**config.mk**
```make
export PLATFORM = sky130hd
export DESIGN_NAME = param_counter_flat
export DESIGN_NICKNAME = d
export VERILOG_FILES = /design/src/rtl/param_counter_if.sv /design/src/rtl/param_counter.sv /design/src/flat_wrapper.sv
export SDC_FILE = /design/constraint.sdc
export NUM_CORES = 1
export LEC_CHECK = 0
export BUFFER_PORTS_ARGS = -buffer_cell sky130_fd_sc_hd__buf_4
export CORE_MARGIN = 2
export CORE_UTILIZATION = 35
export DETAILED_ROUTE_END_ITERATION = 12
export PLACE_DENSITY = 0.53
export SLEW_MARGIN = 25
export SYNTH_ARGS = -nofsm -noshare
export SYNTH_HDL_FRONTEND = slang
export SYNTH_SLANG_ARGS = --single-unit
```
**constraint.sdc**
```tcl
create_clock -name hw_clk -period 5.2 [get_ports hw_clk]
set_clock_uncertainty 0.2 [all_clocks]
set_input_delay 0.26 -clock hw_clk [delete_from_list [all_inputs] [get_ports hw_clk]]
set_output_delay 0.26 -clock hw_clk [all_outputs]
set_load 0.01 [all_outputs]
```
**src/rtl/param_counter_if.sv**
```systemverilog
// param_counter_if: control/status bundle between a controller and param_counter.
//   en, up, mode, presc, limit, load, load_val : controller -> counter
//   q, tc, done                                : counter -> consumers
interface param_counter_if #(
   parameter int unsigned WIDTH   = 8,
   parameter int unsigned PRESC_W = 24
);
   logic               en;
   logic               up;
   logic [1:0]         mode;
   logic [PRESC_W-1:0] presc;
   logic [WIDTH-1:0]   limit;
   logic               load;
   logic [WIDTH-1:0]   load_val;
   logic [WIDTH-1:0]   q;
   logic               tc;
   logic               done;

   modport master (
      output en, up, mode, presc, limit, load, load_val,
      input  q, tc, done
   );

   modport slave (
      input  en, up, mode, presc, limit, load, load_val,
      output q, tc, done
   );
endinterface

```
**src/rtl/param_counter.sv**
```systemverilog
// param_counter: WIDTH-bit up/down counter with programmable prescaler,
// runtime upper limit, synchronous clamped load and wrap/saturate/one-shot modes.
//   hw_clk : board clock
//   rst    : asynchronous active-low reset
//   bus    : param_counter_if.slave (controls in; q, tc, done out, all registered)
module param_counter #(
   parameter int unsigned WIDTH   = 8,
   parameter int unsigned PRESC_W = 24
) (
   input  logic            hw_clk,
   input  logic            rst,
   param_counter_if.slave  bus
);

   localparam logic [1:0] MODE_WRAP    = 2'b00;
   localparam logic [1:0] MODE_SAT     = 2'b01;
   localparam logic [1:0] MODE_ONESHOT = 2'b10;

   logic [PRESC_W-1:0] pcnt, pcnt_nxt;
   logic [WIDTH-1:0]   q, q_nxt;
   logic               tc, tc_nxt;
   logic               done, done_nxt;

   logic               tick_c;
   logic               at_bound_c;
   logic [WIDTH-1:0]   bound_c;
   logic [WIDTH-1:0]   stepped_c;
   logic [WIDTH-1:0]   clamped_c;

   // >= rather than == so a presc lowered below pcnt still ticks immediately
   assign tick_c = bus.en & (pcnt >= bus.presc);

   // Step helpers; q above limit counts as at the upper bound
   always_comb begin
      bound_c    = bus.up ? bus.limit : '0;
      at_bound_c = bus.up ? (q >= bus.limit) : (q == '0);
      stepped_c  = bus.up ? (q + WIDTH'(1)) : (q - WIDTH'(1));
      clamped_c  = (bus.load_val > bus.limit) ? bus.limit : bus.load_val;
   end

   // Next-state: load > tick > hold; tc defaults low so it is a single-cycle pulse
   always_comb begin
      pcnt_nxt = pcnt;
      q_nxt    = q;
      tc_nxt   = 1'b0;
      done_nxt = done;

      if (bus.load) begin
         pcnt_nxt = '0;
         q_nxt    = clamped_c;
         done_nxt = 1'b0;
      end else if (tick_c) begin
         pcnt_nxt = '0;
         if ((bus.mode == MODE_ONESHOT) && done) begin
            // finished one-shot ignores ticks until reloaded
            q_nxt = q;
         end else if (!at_bound_c) begin
            q_nxt  = stepped_c;
            tc_nxt = (bus.mode == MODE_SAT) && (stepped_c == bound_c);
         end else begin
            case (bus.mode)
               MODE_SAT: begin
                  q_nxt = q;
               end
               MODE_ONESHOT: begin
                  tc_nxt   = 1'b1;
                  done_nxt = 1'b1;
               end
               default: begin
                  // MODE_WRAP and the reserved encoding both wrap
                  q_nxt  = bus.up ? '0 : bus.limit;
                  tc_nxt = 1'b1;
               end
            endcase
         end
      end else if (bus.en) begin
         pcnt_nxt = pcnt + PRESC_W'(1);
      end
   end

   // State registers
   always_ff @(posedge hw_clk or negedge rst) begin
      if (!rst) begin
         pcnt <= '0;
         q    <= '0;
         tc   <= 1'b0;
         done <= 1'b0;
      end else begin
         pcnt <= pcnt_nxt;
         q    <= q_nxt;
         tc   <= tc_nxt;
         done <= done_nxt;
      end
   end

   assign bus.q    = q;
   assign bus.tc   = tc;
   assign bus.done = done;

endmodule

```
**src/flat_wrapper.sv**
```systemverilog
// flat-port wrapper written by rule: the top's interface ports become plain ports
module param_counter_flat 
#(
   parameter int unsigned WIDTH   = 8,
   parameter int unsigned PRESC_W = 24
)
  (hw_clk, rst, bus_en, bus_up, bus_mode, bus_presc, bus_limit, bus_load, bus_load_val, bus_q, bus_tc, bus_done);
  param_counter_if #(.WIDTH(WIDTH), .PRESC_W(PRESC_W)) bus_i ();
  input  logic hw_clk;
  input  logic rst;
  input wire logic [$bits(bus_i.en)-1:0] bus_en;
  input wire logic [$bits(bus_i.up)-1:0] bus_up;
  input wire logic [$bits(bus_i.mode)-1:0] bus_mode;
  input wire logic [$bits(bus_i.presc)-1:0] bus_presc;
  input wire logic [$bits(bus_i.limit)-1:0] bus_limit;
  input wire logic [$bits(bus_i.load)-1:0] bus_load;
  input wire logic [$bits(bus_i.load_val)-1:0] bus_load_val;
  output wire logic [$bits(bus_i.q)-1:0] bus_q;
  output wire logic [$bits(bus_i.tc)-1:0] bus_tc;
  output wire logic [$bits(bus_i.done)-1:0] bus_done;
  assign bus_i.en = bus_en;
  assign bus_i.up = bus_up;
  assign bus_i.mode = bus_mode;
  assign bus_i.presc = bus_presc;
  assign bus_i.limit = bus_limit;
  assign bus_i.load = bus_load;
  assign bus_i.load_val = bus_load_val;
  assign bus_q = bus_i.q;
  assign bus_tc = bus_i.tc;
  assign bus_done = bus_i.done;
  param_counter #(.WIDTH(WIDTH), .PRESC_W(PRESC_W)) u_core (.hw_clk(hw_clk), .rst(rst), .bus(bus_i));
endmodule
```
-- Word-level counts from Yosys, hierarchy flattened
Index checks and enable logic that the tools add are counted.
- register bits: 34
- input bits: 47
- logic and storage cells: 49
- add/subtract/negate cells: 3
- order comparisons: 3
- equal/unequal tests: 5
- muxes and demuxes: 23
- bitwise gates (word level): 1
- reduce and logical (&&, ||, !) cells: 10
- operators with widths (kind ; count):
    2-to-1 mux 24 bit ; 3
    2-to-1 mux 8 bit ; 9
    adder 24 x 1 -> 24 bit, second input constant ; 1
    greater-or-equal comparator 24 bit ; 1
    2-to-1 mux 1 bit ; 11
    adder 8 x 1 -> 8 bit, second input constant ; 1
    equality test 8 bit ; 1
    greater-or-equal comparator 8 bit ; 1
    > comparator 8 bit ; 1
    logical NOT 8 bit ; 1
    subtractor 8 x 1 -> 8 bit, second input constant ; 1
    nonzero test 2 bit ; 3
    AND reduction 4 bit ; 1
    inequality test 3 bit, second input constant ; 1
    AND reduction 3 bit ; 1
    nonzero test 3 bit ; 1
    equality test 2 x 1 -> 1 bit, second input constant ; 1
    equality test 2 bit, second input constant ; 1
    logical AND 1 bit ; 2
    inequality test 2 bit, second input constant ; 1
    OR reduction 2 bit ; 1
    bitwise AND 1 bit ; 1

-- Longest topological paths before layout
- depth in word-level cells: 8
- mapped depth: 11
- depth with buffers taken out: 9

-- Least setup slack after synthesis
Ideal clock, no wire load.
- path type: input to register
- start: input bus_up
- end: register u_core.tc (netlist: u_core.bus.tc)
- library setup time: 0.095 ns
- data arrival time: 2.587 ns
- path slack: 2.318 ns
- stages: 10
- path buffers: 1
- path through: inv_1 > clkbuf_1 > ha_1 > and3_1 > a221o_2 > o41ai_4 > xor2_2 > xnor2_1 > a41oi_2 > nor4b_2
- longest elaborated chain between the ends: 7
- ends and longest elaborated chain (item ; RTL line ; source):
    start, declared ; flat_wrapper.sv:12 ; input wire logic [$bits(bus_i.up)-1:0] bus_up;
    2-to-1 mux 8 bit (on tied branches) ; param_counter.sv:37, param_counter.sv:35 ;
    equality test 8 bit ; param_counter.sv:59 ; tc_nxt = (bus.mode == MODE_SAT) && (stepped_c == bound_c);
    logical AND 1 bit ; param_counter.sv:59 ;
    2-to-1 mux 1 bit * ; param_counter.sv:57 ; end else if (!at_bound_c) begin
    2-to-1 mux 1 bit * ; param_counter.sv:54 ; if ((bus.mode == MODE_ONESHOT) && done) begin
    2-to-1 mux 1 bit * ; param_counter.sv:52 ; end else if (tick_c) begin
    2-to-1 mux 1 bit * ; param_counter.sv:48 ; if (bus.load) begin
    named net u_core.tc_nxt ; param_counter.sv:21 ; logic tc, tc_nxt;
    end signal, assigned ; param_counter.sv:91 ; tc <= tc_nxt;
    end, declared ; param_counter.sv:21 ;
Mark *: on every way through the listed nets, which the timed path passes. The rest lies on a longest branch.
A chain may end at the register's enable or synchronous reset.

-- Final worst setup path
- start: register u_core.q[0] (netlist: u_core.bus.q[0])
- end: register u_core.q[5] (netlist: u_core.bus.q[5])
- longest elaborated chain between the ends: 6
- ends and longest elaborated chain (item ; RTL line ; source):
    start, declared ; param_counter.sv:20 ; logic [WIDTH-1:0] q, q_nxt;
    start signal, assigned ; param_counter.sv:90 ; q <= q_nxt;
    subtractor 8 x 1 -> 8 bit, or another cell as far along ; param_counter.sv:37 ; stepped_c = bus.up ? (q + WIDTH'(1)) : (q - WIDTH'(1));
    2-to-1 mux 8 bit or 2-to-1 mux 1 bit (tied branches) ; param_counter.sv:37, param_counter.sv:36 ;
    2-to-1 mux 8 bit ; param_counter.sv:57 ;
    2-to-1 mux 8 bit ; param_counter.sv:54 ;
    2-to-1 mux 8 bit ; param_counter.sv:52 ;
    2-to-1 mux 8 bit ; param_counter.sv:48 ;
Several ways; a longest one is shown, not always the timed one. The select of a mux whose other input is x is not followed.

==> results.py <==
metrics = {
    "synthesis": {
        "synthFlopType": "dfrtp_1",
        "syn_nets": 483,
        "yosysWarnings": 0,
        "post-synth-top-count-cell": "ha_1",
        "synth_area_leader_cell": "dfrtp_1",
        "syn_avg_cell_area_um2": 8.849,
        "synth_top_area_share_pct": 24.91,
        "yosys_register_bits": 34,
        "synthCells": 386,
        "synthDistinctLibCells": 59,
        "netlist_top_cells_count": "ha_1, nor2_1, inv_1",
        "synth_area_leaders": "dfrtp_1, ha_1, xor2_1",
        "netlist_area_um2": 3416,
        "yosysSeqAreaShare_pct": 24.91,
        "synth_edf_count": 0,
        "postSynth.asyncResetShare_pct": 100.0,
    },
    "worst_setup_path": {
        "crit_path_end_kind": "register",
        "path_class": "reg2reg",
        "cp_max_fo": 11,
        "worstPathArrival_ps": 2990,
        "critPathLaunchType": "register",
        "cp.required_ps": 5170,
    },
    "place": {
        "postPlaceCellArea_um2": 3945,
        "io_buffers": 56,
        "place_congestion": 0.8588,
        "post-dp-hpwl_um": 6800,
    },
    "die": {
        "core-area_um2": 9639,
        "num_io_pins": 57,
        "die_width_um": 102.8,
        "die-area_um2": 10570,
        "start_util_pct": 35.44,
        "die_h_um": 102.8,
        "row_count": 36,
    },
    "global_route": {
        "grt_start_max_net_pins": 35,
        "overflow": 0,
        "grt_pass1_wl_um": 14300,
        "track_usage_pct": 17.21,
        "grt_pass1_vias": 2961,
        "antenna_found_initial": 0,
    },
    "detailed_routing": {
        "wl_per_cell_um": 14.98,
        "wl_um": 8581,
        "drt-initial-drc-count": 113,
        "drcViolationCount": 0,
        "vias": 2962,
        "vias_per_cell": 5.169,
        "postRouteAntennaNets": 0,
        "first_pass_iters": 4,
    },
    "clock_network": {
        "numCtsBuffers": 5,
        "tritoncts": "done",
        "clock_latency_ps": 280,
        "cts_buffer_depth": 2,
        "cts.sinks": 34,
        "cts_root_buffer": "clkbuf_8",
        "postCtsHoldBufs": 1,
        "path_clk_slew_ps": 70,
        "h-tree-depth": 2,
        "cts_setup_buffers": 0,
        "cts.repair.resized": 0,
    },
    "sta": {
        "finalCritPeriodShare_pct": 58.21,
        "rsz0062_at_grt": "false",
        "fin_tns_setup_ps": 0,
        "timing.slew.headroom_pct": 45.97,
        "tightest_slew_ps": 804.3,
        "fin_crit_ps": 3027,
        "max_freq_ghz": 0.3304,
        "final-hold-violation-count": 0,
        "slew_viol_final": 0,
        "finalSetupViolCount": 0,
    },
    "pwr": {
        "ir_drop_mv": 0.1070,
        "p_leak_nw": 1.971,
        "cellPowerDensity_nw_per_um2": 269.3,
    },
    "run": {
        "cap_violations": 0,
    },
    "hold_path": {
        "worst_hold_path_type": "in2reg",
    },
    "finish": {
        "drive_gt1_share_pct": 19.55,
        "synthToLayoutAreaGrowth_pct": 19.08,
        "n_fill_cell": 1006,
        "final_nets": 537,
        "fin_area_um2": 4068,
        "antenna_cells": 0,
    },
    "run_status": {
        "outcome": "complete, no violations",
    },
}
## sequential cells by signal, summed over array words and instances, names as in the netlist
signal,flops
u_core.pcnt,24
u_core.bus.tc,1
u_core.bus.done,1
u_core.bus.q,8
## worst max-delay path, cell delays in order, from the launching register on
cell and delay, ps:
dfrtp_1 570, inv_1 90, ha_1 290, nand2b_1 140, a211oi_1 310, o211ai_1 160
nand2_1 360, o21bai_2 150, o21ai_4 310, mux2_4 330
## power breakdown
| group | total (W) | internal [W] | switching, W |
|---|---|---|---|
| combinational | 0.000512 | 0.000250 | 0.000262 |
| clock | 0.000252 | 0.000153 | 0.0000988 |
| sequential | 0.000331 | 0.000285 | 0.0000457 |
## worst paths after layout
path	endpoint	slack, ps	start	depth (start not counted)
min reg2reg	u_core.pcnt[23]	340	u_core.pcnt[23]	2
min	u_core.pcnt[1]	90	bus_en	3
max reg2reg	u_core.bus.q[5]	2170	u_core.bus.q[0]	9
max in group asynchronous	u_core.pcnt[2]	4190	rst	2
min in group asynchronous	u_core.bus.q[3]	270	rst	2
max	u_core.bus.q[5]	2170	u_core.bus.q[0]	9
## area by class of cell
type | count | area, um^2 | area share, %
tap | 133 | 166.4 | 4.091
clock buffer | 6 | 82.58 | 2.030
clock inverter | 1 | 30.03 | 0.7382
inverter | 40 | 150.1 | 3.691
multi-input combinational | 302 | 2357 | 57.95
timing repair buffer | 57 | 430.4 | 10.58
sequential | 34 | 850.8 | 20.92
## layer usage
layer | wire, um | up-vias | track usage (%)
met2 | 4017 | 65 | 29.76
met1 | 4160 | 1388 | 22.94
met3 | 279 | 8 | 2.102
met4 | 123 | 0 | 4.251
met5 | 0 | - | 0
li1 | - | 1501 | -
## cell families after synthesis
kind of cell | synth area share [%]
and+or+nand+nor | 18.02
AOI/OAI and AO/OA | 20.04
buffers and inverters | 6.080
adders and majority gates | 18.53
xor gates and xnor gates | 9.451
DFF | 24.91
muxes | 2.967
## stage by stage
stage / setup slack (ps) / power (W) / std cells / hold WS, ps / utilization (%)
floorplan: 2318 / 0.0006950 / 386 / -235.6 / -
global placement: 2099 / 0.0008433 / 565 / 43.43 / 40.93
detailed placement: 2052 / 0.0008458 / 565 / 54.31 / 40.93
CTS: 2175 / 0.001109 / 573 / 79.19 / 42.20
global route: 1942 / 0.001183 / 573 / 90.86 / 42.20
finish: 2173 / 0.001095 / 573 / 91.06 / 42.20
## cells in the final DEF, fill, tap and decap left out, types with 2 or more instances in the layout
cell and n:
a211o_1 3, a211oi_1 6, a21o_1 5, a21oi_1 13, a31oi_1 8, a32oi_1 2
and2_1 3, and3_1 5, and4_1 4, buf_4 56, clkbuf_8 6, dfrtp_1 34
ha_1 49, inv_1 39, mux2_4 6, nand2_1 18, nand2b_1 4, nand3_1 16
nand4_1 11, nor2_1 40, nor2b_1 2, nor3_1 6, nor4_1 7, o2111ai_1 2
o211ai_1 3, o21a_1 7, o21ai_0 15, o21ai_1 3, o21ai_4 2, o311a_1 2
xnor2_1 17, xor2_1 18
Power figures use the tool's default switching activity.
